File: src/rtl/stack_controller_pkg.sv
// Shared types and constants for the stack controller and its arbiter.
package stack_ctrl_pkg;

   typedef enum logic [1:0] {
      IDLE = 2'd0,
      EXEC = 2'd1,
      DONE = 2'd2
   } state_t;

   localparam logic OP_PUSH = 1'b0;
   localparam logic OP_POP  = 1'b1;

   // Next round-robin pointer after index idx has been served, modulo n.
   function automatic int rr_next(input int idx, input int n);
      return (idx + 1 >= n) ? 0 : idx + 1;
   endfunction

endpackage

File: src/rtl/stack_controller_if.sv
// Requester-side transaction bus of the stack controller.
//
// Handshake: requester i raises req[i] with req_op[i]/req_data slice stable
// and holds them until ack[i] pulses for one cycle; ack_err and rdata are
// valid in that same cycle. On the edge that ends the ack cycle the
// requester either drops req[i] or presents its next operation; a req still
// high in the following idle cycle starts a new transaction.
interface stack_controller_if #(
   parameter int NREQ = 2,
   parameter int SIZE = 6
);
   logic [NREQ-1:0]      req;
   logic [NREQ-1:0]      req_op;
   logic [NREQ*SIZE-1:0] req_data;
   logic [NREQ-1:0]      ack;
   logic                 ack_err;
   logic [SIZE-1:0]      rdata;

   modport master (
      output req, req_op, req_data,
      input  ack, ack_err, rdata
   );

   modport slave (
      input  req, req_op, req_data,
      output ack, ack_err, rdata
   );
endinterface

File: src/rtl/stack_controller_round_robin_arbiter.sv
// Combinational round-robin arbiter: the first requesting index at or after
// prio_ptr (wrapping) wins. The pointer itself is owned by the controller.
module round_robin_arbiter #(
   parameter int NREQ = 2,
   parameter int IW   = $clog2(NREQ)
) (
   input  logic [NREQ-1:0] req,
   input  logic [IW-1:0]   prio_ptr,
   output logic [NREQ-1:0] grant,
   output logic [IW-1:0]   grant_idx
);

   logic found;

   // Scan offsets 0..NREQ-1 from the pointer and take the first active request.
   always_comb begin
      grant     = '0;
      grant_idx = '0;
      found     = 1'b0;
      for (int k = 0; k < NREQ; k++) begin
         for (int i = 0; i < NREQ; i++) begin
            if (!found && req[i] && (i == (int'(prio_ptr) + k) % NREQ)) begin
               found     = 1'b1;
               grant[i]  = 1'b1;
               grant_idx = IW'(i);
            end
         end
      end
   end

endmodule

File: src/rtl/stack_controller.sv
// Arbitration and sequencing front-end for the stack datapath: grants
// requesters round-robin, issues single-cycle push/pop strobes and refuses
// overflow/underflow using the datapath's full/empty flags.
module stack_controller
   import stack_ctrl_pkg::*;
#(
   parameter int DEPTH = 8,
   parameter int SIZE  = 6,
   parameter int NREQ  = 2
) (
   input  logic                clk,
   input  logic                reset,
   stack_controller_if.slave   bus,
   output logic                stk_push,
   output logic                stk_pop,
   output logic [SIZE-1:0]     stk_bus_in,
   input  logic [SIZE-1:0]     stk_bus_out,
   input  logic                stk_msb,
   input  logic                stk_zero,
   output logic                full,
   output logic                empty,
   output logic                err_ovf,
   output logic                err_udf,
   input  logic                clear_err,
   output state_t              dbg_state
);

   localparam int IW = $clog2(NREQ);

   if (DEPTH < 2 || (DEPTH & (DEPTH - 1)) != 0 || NREQ < 2 || NREQ > 4) begin : g_bad_cfg
      $error("stack_controller: DEPTH must be a power of two and NREQ in 2..4");
   end

   state_t          state;
   logic [IW-1:0]   prio_ptr;
   logic [IW-1:0]   g_idx;
   logic [NREQ-1:0] g_oh;
   logic            op_q;
   logic            err_q;

   logic [NREQ-1:0] grant;
   logic [IW-1:0]   grant_idx;
   logic            sel_op;
   logic [SIZE-1:0] sel_data;

   round_robin_arbiter #(.NREQ(NREQ), .IW(IW)) u_arb (
      .req       (bus.req),
      .prio_ptr  (prio_ptr),
      .grant     (grant),
      .grant_idx (grant_idx)
   );

   // Pick the winning requester's operation and push word.
   always_comb begin
      sel_op   = OP_PUSH;
      sel_data = '0;
      for (int i = 0; i < NREQ; i++) begin
         if (grant[i]) begin
            sel_op   = bus.req_op[i];
            sel_data = bus.req_data[i*SIZE +: SIZE];
         end
      end
   end

   // Transaction FSM with registered strobes, ack and sticky error flags.
   // Only this block moves the stack, and its previous strobe was already
   // reflected in the flags by the end of DONE, so msb/zero sampled on the
   // IDLE->EXEC edge equal their values throughout EXEC. That lets the
   // strobe be registered and still appear exactly in the EXEC cycle.
   always_ff @(posedge clk or negedge reset) begin
      if (!reset) begin
         state       <= IDLE;
         prio_ptr    <= '0;
         g_idx       <= '0;
         g_oh        <= '0;
         op_q        <= OP_PUSH;
         err_q       <= 1'b0;
         bus.ack     <= '0;
         bus.ack_err <= 1'b0;
         bus.rdata   <= '0;
         stk_push    <= 1'b0;
         stk_pop     <= 1'b0;
         stk_bus_in  <= '0;
         err_ovf     <= 1'b0;
         err_udf     <= 1'b0;
      end else begin
         bus.ack     <= '0;
         bus.ack_err <= 1'b0;
         stk_push    <= 1'b0;
         stk_pop     <= 1'b0;
         stk_bus_in  <= '0;
         // Clear first so a set later in this block wins on the same edge.
         if (clear_err) begin
            err_ovf <= 1'b0;
            err_udf <= 1'b0;
         end
         case (state)
            IDLE: begin
               if (|bus.req) begin
                  g_idx <= grant_idx;
                  g_oh  <= grant;
                  op_q  <= sel_op;
                  state <= EXEC;
                  if (sel_op == OP_PUSH) begin
                     err_q <= stk_msb;
                     if (!stk_msb) begin
                        stk_push   <= 1'b1;
                        stk_bus_in <= sel_data;
                     end
                  end else begin
                     err_q <= stk_zero;
                     if (!stk_zero) stk_pop <= 1'b1;
                  end
               end
            end
            EXEC: begin
               if (err_q) begin
                  if (op_q == OP_PUSH) err_ovf <= 1'b1;
                  else                 err_udf <= 1'b1;
               end
               if (stk_pop) bus.rdata <= stk_bus_out;
               bus.ack     <= g_oh;
               bus.ack_err <= err_q;
               state       <= DONE;
            end
            DONE: begin
               prio_ptr <= IW'(rr_next(int'(g_idx), NREQ));
               state    <= IDLE;
            end
            default: state <= IDLE;
         endcase
      end
   end

   assign full      = stk_msb;
   assign empty     = stk_zero;
   assign dbg_state = state;

endmodule
File: src/flat_wrapper.sv
// flat-port wrapper written by rule: the top's interface ports become plain ports
module stack_controller_flat import stack_ctrl_pkg::*;
#(
   parameter int DEPTH = 8,
   parameter int SIZE  = 6,
   parameter int NREQ  = 2
)
  (clk, reset, stk_push, stk_pop, stk_bus_in, stk_bus_out, stk_msb, stk_zero, full, empty, err_ovf, err_udf, clear_err, dbg_state, bus_req, bus_req_op, bus_req_data, bus_ack, bus_ack_err, bus_rdata);
  stack_controller_if #(.NREQ(NREQ), .SIZE(SIZE)) bus_i ();
  input  logic clk;
  input  logic reset;
  output logic stk_push;
  output logic stk_pop;
  output logic [SIZE-1:0] stk_bus_in;
  input  logic [SIZE-1:0] stk_bus_out;
  input  logic stk_msb;
  input  logic stk_zero;
  output logic full;
  output logic empty;
  output logic err_ovf;
  output logic err_udf;
  input  logic clear_err;
  output state_t dbg_state;
  input wire logic [$bits(bus_i.req)-1:0] bus_req;
  input wire logic [$bits(bus_i.req_op)-1:0] bus_req_op;
  input wire logic [$bits(bus_i.req_data)-1:0] bus_req_data;
  output wire logic [$bits(bus_i.ack)-1:0] bus_ack;
  output wire logic [$bits(bus_i.ack_err)-1:0] bus_ack_err;
  output wire logic [$bits(bus_i.rdata)-1:0] bus_rdata;
  assign bus_i.req = bus_req;
  assign bus_i.req_op = bus_req_op;
  assign bus_i.req_data = bus_req_data;
  assign bus_ack = bus_i.ack;
  assign bus_ack_err = bus_i.ack_err;
  assign bus_rdata = bus_i.rdata;
  stack_controller #(.DEPTH(DEPTH), .SIZE(SIZE), .NREQ(NREQ)) u_core (.clk(clk), .reset(reset), .bus(bus_i), .stk_push(stk_push), .stk_pop(stk_pop), .stk_bus_in(stk_bus_in), .stk_bus_out(stk_bus_out), .stk_msb(stk_msb), .stk_zero(stk_zero), .full(full), .empty(empty), .err_ovf(err_ovf), .err_udf(err_udf), .clear_err(clear_err), .dbg_state(dbg_state));
endmodule
File: config.mk
export PLATFORM = sky130hd
export DESIGN_NAME = stack_controller_flat
export DESIGN_NICKNAME = d
export VERILOG_FILES = /design/src/rtl/stack_controller_pkg.sv /design/src/rtl/stack_controller_if.sv /design/src/rtl/stack_controller_round_robin_arbiter.sv /design/src/rtl/stack_controller.sv /design/src/flat_wrapper.sv
export SDC_FILE = /design/constraint.sdc
export NUM_CORES = 1
export LEC_CHECK = 0
export ABC_AREA = 1
export CAP_MARGIN = 20
export CORE_AREA = 5 5 59 61
export CTS_CLUSTER_DIAMETER = 40
export CTS_CLUSTER_SIZE = 24
export DETAILED_ROUTE_END_ITERATION = 12
export DIE_AREA = 0 0 64 66
export GPL_TIMING_DRIVEN = 0
export HOLD_SLACK_MARGIN = 0.1
export MAX_ROUTING_LAYER = met4
export PLACE_DENSITY = 0.83
export SLEW_MARGIN = 10
export SYNTH_ARGS = -nofsm -noshare
export SYNTH_HDL_FRONTEND = slang
export SYNTH_HIERARCHICAL = 1
export SYNTH_SLANG_ARGS = --single-unit
export TNS_END_PERCENT = 30
File: constraint.sdc
create_clock -name clk -period 1.6 [get_ports clk]
set_clock_uncertainty 0.05 [all_clocks]
set_input_delay 0.16 -clock clk [delete_from_list [all_inputs] [get_ports clk]]
set_output_delay 0.16 -clock clk [all_outputs]
set_load 0.01 [all_outputs]
==> results of run 1 <==
-- where the power goes --
part	leakage, nW	internal (mW)	switching [mW]
Clock	0.0150	0.0971	0.177
Combinational	0.433	0.502	0.481
Sequential	0.340	0.906	0.120
-- layout by cell type (no fill, tap or decap), drive strengths merged --
cell type	Yosys	final
nand3b	1	1
dlygate4sd3	0	1
dfrtp	27	27
inv	14	14
a22oi	6	6
clkbuf	0	4
nand3	9	9
buf	4	5
clkdlybuf4s50	0	48
a31oi	1	1
o21ai	6	6
nor2	13	13
nand2	33	33
a21oi	2	2
-- critical path, cell delays in order --
cell	delay, ns
sky130_fd_sc_hd__clkdlybuf4s50_1	0.54
sky130_fd_sc_hd__buf_4	0.13
sky130_fd_sc_hd__clkdlybuf4s50_1	0.52
-- cells by family after synthesis --
kind of cell,after synthesis
and+or+nand+nor,56
DFF,27
buffers and inverters,18
AOI/OAI and AO/OA,15
-- per-layer routing --
layer	global-route usage (%)	wire, µm
met3	3.74	214
met1	16.4	1080
met2	21.0	1170
met4	2.34	6
met5	-	0
-- final cells by class --
cell class / count / share of cell area [%]
buffer: 4 / 1.87
clock buffer: 4 / 1.57
inverter: 14 / 3.15
multi-input combinational: 71 / 20.7
sequential: 27 / 40.6
tap: 33 / 2.47
timing repair buffer: 50 / 29.7
-- worst max path at each step --
stage / slack, ns / to / cells past startpoint / startpoint
floorplan: 0.44 / u_core/stk_bus_in[0] / 6 / u_core/prio_ptr
global placement: 0.03 / u_core/g_idx / 1 / reset
detailed placement: -0.01 / u_core/op_q / 1 / reset
CTS: 0.05 / empty / 3 / stk_zero
global route: 0.005 / stk_pop / 1 / u_core/stk_pop
finish: 0.05 / empty / 3 / stk_zero
-- per-stage QoR --
stage	std cells	hold WS [ns]
2_1_floorplan	116	-0.186
3_3_place_gp	198	0.382
3_5_place_dp	198	0.404
4_1_cts	202	0.335
5_1_grt	203	0.335
6_report	203	0.318
-- state kept, by name (all words and copies together) (netlist names) --
| signal | cells |
|---|---|
| u_core/err_udf | 1 |
| u_core/bus.ack | 2 |
| u_core/stk_push | 1 |
| u_core/err_ovf | 1 |
| u_core/bus.rdata | 6 |
| u_core/prio_ptr | 1 |
| u_core/err_q | 1 |
| u_core/op_q | 1 |
| u_core/dbg_state | 2 |
| u_core/stk_pop | 1 |
| u_core/stk_bus_in | 6 |
| u_core/bus.ack_err | 1 |
| u_core/g_oh | 2 |
| u_core/g_idx | 1 |
-- repair_timing --
action	CTS	global route
setup endpoints to repair	2	0
hold buffers	0	1
resized for setup	2	0
hold endpoints to repair	0	27
==> flow_summary.ini, run 1 <==
[yosys]
synth_edf_count = 0
post-synth-top-count-cell = sky130_fd_sc_hd__nand2_1
synth-adder-area-share_pct = 0
postSynth.asyncResetShare_pct = 100
post_synth_xor_area_fraction_pct = 0
synth_cells = 116
cell_taking_the_most_area_after_synthesis = sky130_fd_sc_hd__dfrtp_1
synth_fp_nets = 143
synthTopCellsByArea = sky130_fd_sc_hd__dfrtp_1 61%, sky130_fd_sc_hd__nand2_1 11%, sky130_fd_sc_hd__nand3_1 4.1%, sky130_fd_sc_hd__a22oi_1 4.1%, sky130_fd_sc_hd__inv_1 4.1%
yosysUniqueCellTypes = 17
muxShareOfSynthArea_pct = 0
mappedNetlistArea_um2 = 1100
synth_warnings = 6
ys_dominant_reg_cell = sky130_fd_sc_hd__dfrtp_1
yosys.area_share.simple_pct = 23.0
synth_sequential_area_ratio_pct = 61.2
syn_area_per_cell_um2 = 9.52
post_synth_most_frequent_cells = 31 x sky130_fd_sc_hd__nand2_1, 27 x sky130_fd_sc_hd__dfrtp_1, 12 x sky130_fd_sc_hd__inv_1, 9 x sky130_fd_sc_hd__nand3_1, 9 x sky130_fd_sc_hd__nor2_1
ys_seq_elements = 27
combinational_family_with_the_most_area_after_synthesis = simple AND/OR/NAND/NOR gates
yosys.area.top_type_share_pct = 61.2
synth_compound_gate_area_share_pct = 8.27

[global_routing]
vias_in_the_first_global_route = 931
overflow = 0
globalRouteTotalUtil_pct = 13.0
grt_antenna_before_repair = 0
grt_pass1_wl_um = 4260
grt_start_max_net_pins = 28

[place]
port-buffer-count = 49
pre_cts_ws_ns = -0.0105
post-dp-hpwl_um = 2050
dpl-instance-area_um2 = 1640
place_congestion = 0.806

[job]
maxCapViolations = 0

[sta]
finalSetupTns_ns = 0
unrepaired_setup_endpoints_after_global_routing = no
slew_viol_final = 0
setup_slack_ns = 0.0461
timing.slew.headroom_pct = 62.4
fmax_mhz = 644
setup_violations = 0
min_period_ns = 1.55
period_share_pct = 97.1
hold_viol_final = 0
tightestPinTransition_ns = 0.563

[cells_and_area]
antennaDiodeCount = 0
nNetsFinal = 198
final_core_utilization_pct = 57.1
layout.area.seq_um2 = 678
layout-drive-gt1-share_pct = 11.2
num-fill-cells = 270
multi_input_area_um2 = 345
area_growth_pct = 51.2
summed_area_of_non_filler_cells_in_the_final_layout_um2 = 1670

[clock_network]
cts-root-buf = sky130_fd_sc_hd__clkbuf_4
cts_tree = built
numCtsBuffers = 3
htree_levels = 1
cts_max_path_buffers = 2
cts_setup_buffers = 0
clkTransAtPathRegs_ns = 0.13
tritoncts_num_sinks = 27
worst_skew_pair.late_latency_ns = 0.31

[power]
power_per_cell_area_nw_per_um2 = 1370
design_power_total_mw = 2.28
leakagePower_nw = 0.788
vdd_ir_drop_max_uv = 831

[setup_path]
worst_setup_path_end_kind = output port
timing.critical_path.from_type = input port
critical_path_arrival_ns = 1.34
rr_startpoint = u_core/prio_ptr
ff2ff_setup_slack_ns = 0.27
timing.setup.critical_path_class = in2out
r2r_end = u_core/stk_bus_in[0]
cp_data_required_time_ns = 1.39
reg2reg_depth = 6
timing.critical_path.fanout_max = 3

[drt]
detail_route.vias_per_cell = 4.57
wire_per_inst_um = 12.2
drt_iter0_markers = 33
route.antenna.remaining_nets = 0
post-route-drc-count = 0
dr.pass1.iters = 4
vias = 928
postRouteWirelength_um = 2470

[floorplan]
placementRows = 20
die_area_um2 = 4220
die_x_um = 64
dieHeight_um = 66
io-pin-count = 50
initial_core_utilization_pct = 37.7
placeableCoreArea_um2 = 2930

[outcome]
run_status = complete, no violations

[worst_hold_path]
worst_hold_path_type = in2async
No activity file was read; power rests on OpenSTA's default activity.
==> inputs of run 2 (changes only) <==
CTS_CLUSTER_SIZE = 12   (was 24)
PLACE_DENSITY = 0.85   (was 0.83)
SYNTH_HIERARCHICAL = default   (was 1)
==> run 2 against run 1 <==
Effect of this change:
- first-iteration DRC count shrank 36%
- final cell count grew 5.4%
- sequential share of layout area down 1.6 points
- final area rose by 4.0%
- critical endpoint is now dbg_state[1]
- largest power group unchanged
==> flow_summary.ini, run 2 <==
[drt]
route.antenna.remaining_nets = 0
vias = 959
dr.pass1.iters = 4
drt_iter0_markers = 21
post-route-drc-count = 0
wire_per_inst_um = 11.2
detail_route.vias_per_cell = 4.48
postRouteWirelength_um = 2400

[floorplan]
placementRows = 20
io-pin-count = 50
die_x_um = 64
die_area_um2 = 4220
placeableCoreArea_um2 = 2930
dieHeight_um = 66
initial_core_utilization_pct = 38.9

[yosys]
synth_sequential_area_ratio_pct = 59.3
synth_edf_count = 0
yosys.area.top_type_share_pct = 59.3
synthTopCellsByArea = sky130_fd_sc_hd__dfrtp_1 59%, sky130_fd_sc_hd__nand2_1 12%, sky130_fd_sc_hd__nand3_1 7.0%, sky130_fd_sc_hd__inv_1 6.3%, sky130_fd_sc_hd__nor2_1 3.3%
ys_seq_elements = 27
syn_area_per_cell_um2 = 9.05
cell_taking_the_most_area_after_synthesis = sky130_fd_sc_hd__dfrtp_1
synth_cells = 126
mappedNetlistArea_um2 = 1140
post_synth_most_frequent_cells = 36 x sky130_fd_sc_hd__nand2_1, 27 x sky130_fd_sc_hd__dfrtp_1, 19 x sky130_fd_sc_hd__inv_1, 16 x sky130_fd_sc_hd__nand3_1, 10 x sky130_fd_sc_hd__nor2_1
post-synth-top-count-cell = sky130_fd_sc_hd__nand2_1
synth-adder-area-share_pct = 0
muxShareOfSynthArea_pct = 0
synth_fp_nets = 153
postSynth.asyncResetShare_pct = 100
synth_warnings = 0
combinational_family_with_the_most_area_after_synthesis = simple AND/OR/NAND/NOR gates
post_synth_xor_area_fraction_pct = 0
yosysUniqueCellTypes = 17
ys_dominant_reg_cell = sky130_fd_sc_hd__dfrtp_1
synth_compound_gate_area_share_pct = 4.61
yosys.area_share.simple_pct = 27.6

[clock_network]
worst_skew_pair.late_latency_ns = 0.32
tritoncts_num_sinks = 27
cts-root-buf = sky130_fd_sc_hd__clkbuf_4
cts_tree = built
cts_max_path_buffers = 2
htree_levels = 1
numCtsBuffers = 3
clkTransAtPathRegs_ns = 0.14

[sta]
tightestPinTransition_ns = 0.579
fin_hold_ws_ns = 0.137
unrepaired_setup_endpoints_after_global_routing = no
fmax_mhz = 656
min_period_ns = 1.52
setup_slack_ns = 0.0760
setup_violations = 0
timing.slew.headroom_pct = 61.3
hold_viol_final = 0
period_share_pct = 95.3
slew_viol_final = 0

[global_routing]
globalRouteTotalUtil_pct = 12.6
vias_in_the_first_global_route = 894
grt_start_max_net_pins = 18
overflow = 0
grt_antenna_before_repair = 0
grt_pass1_wl_um = 4130

[cells_and_area]
layout-drive-gt1-share_pct = 8.84
summed_area_of_non_filler_cells_in_the_final_layout_um2 = 1740
final_cells = 214
num-fill-cells = 255
final_cell_mix = 48 x sky130_fd_sc_hd__clkdlybuf4s50_1, 36 x sky130_fd_sc_hd__nand2_1, 26 x sky130_fd_sc_hd__dfrtp_1
layout_top_registers = u_core.bus.rdata x6, u_core.stk_bus_in x6
antennaDiodeCount = 0
final_core_utilization_pct = 59.3
mostFrequentLayoutCell = sky130_fd_sc_hd__clkdlybuf4s50_1
area_growth_pct = 52.4
nNetsFinal = 209

[setup_path]
timing.critical_path.from_type = flop
r2r_end = u_core.bus.rdata[0]
worst_setup_path_end_kind = output port
timing.setup.critical_path_class = reg2out
slowest_delay_ns = 0.59
cp_cell_sequence = clkdlybuf4s50_1
reg2reg_depth = 5
ff2ff_setup_slack_ns = 0.16
crit_buf_inv = 1
cp_slowest_cell = sky130_fd_sc_hd__clkdlybuf4s50_1
rr_startpoint = u_core.dbg_state[1]
critical_path_arrival_ns = 1.31
cp.depth = 1
cp_data_required_time_ns = 1.39
timing.critical_path.fanout_max = 4
crit_family = buffers and inverters

[outcome]
run_status = complete, no violations

[power]
power_per_cell_area_nw_per_um2 = 1350
leakagePower_nw = 0.871
vdd_ir_drop_max_uv = 875

[place]
place_congestion = 0.738
post-dp-hpwl_um = 1930
dpl-instance-area_um2 = 1700
dpl.cell_count = 209
port-buffer-count = 49
pre_cts_ws_ns = 0.0838

[job]
maxCapViolations = 0

[worst_hold_path]
worst_hold_path_type = in2async
[run 2: cell count changes after synthesis, moves of 5 or more]
cell	previous run	this run
sky130_fd_sc_hd__inv_1	12	19
sky130_fd_sc_hd__nand3_1	9	16
sky130_fd_sc_hd__a22oi_1	6	0
sky130_fd_sc_hd__o21ai_1	6	0
sky130_fd_sc_hd__nand2_1	31	36
sky130_fd_sc_hd__o21ai_0	0	5
[run 2: per-layer routing]
metal  vias to the layer above  global-route usage [%]  part of all wire [%]
met3                         4                    2.04                   5.1
met5                         -                       -                     0
met4                         0                    6.49                   2.0
met2                        25                    20.4                    52
li1                        503                       -                     -
met1                       427                    15.2                    41
[run 2: worst max-delay path by stage]
stage,from,end,slack (ns)
finish,u_core.dbg_state[1],dbg_state[1],0.08
global route,stk_zero,empty,0.04
CTS,u_core.dbg_state[1],dbg_state[1],0.04
detailed placement,stk_msb,full,0.08
global placement,reset,u_core.stk_push,-0.03
floorplan,u_core.dbg_state[1],u_core.bus.rdata[0],0.44
[run 2: area by class of cell]
cell class                      instances  area [µm²]  share of cell area, %
Inverter                               20        75.1                   4.32
Timing Repair Buffer                   51         528                   30.4
Buffer                                  3        22.5                   1.30
Multi-Input combinational cell         76         367                   21.1
Sequential cell                        27         677                   39.0
Clock buffer                            4        26.3                   1.51
Tap cell                               33        41.3                   2.38
[run 2: power by group]
group          internal, mW  leakage (nW)  switching (mW)
Sequential            0.918         0.341           0.116
Combinational         0.513         0.515           0.512
Clock                0.0975        0.0150           0.191
Total                  1.53         0.871           0.819
[run 2: worst register-to-register path, delay by kind of cell, from the launching register on]
family	cells	cell delay, ns
buffers and inverters	1	0.15
AND/OR/NAND/NOR	4	0.71
flip-flops	1	0.43
[run 2: what timing repair did]
item | in CTS | in global routing
setup buffers | 0 | 1
gates cloned | 0 | 0
hold buffers | 0 | 0
resized for setup | 1 | 1
endpoints found under the setup margin | 1 | 2
pin swaps | 0 | 0
[run 2: cell families after synthesis]
| group | after synthesis |
|---|---|
| flops | 27 |
| buf+inv | 23 |
| compound gates | 8 |
| simple gates | 68 |
[run 2: stage by stage]
| step | TNS, ns | power (mW) |
|---|---|---|
| 3_3_place_gp | -0.747 | 2.04 |
| 5_1_grt | 0 | 2.53 |
| 3_5_place_dp | 0 | 2.08 |
| 6_report | 0 | 2.35 |
| 4_1_cts | 0 | 2.36 |
| 2_1_floorplan | 0 | 1.53 |
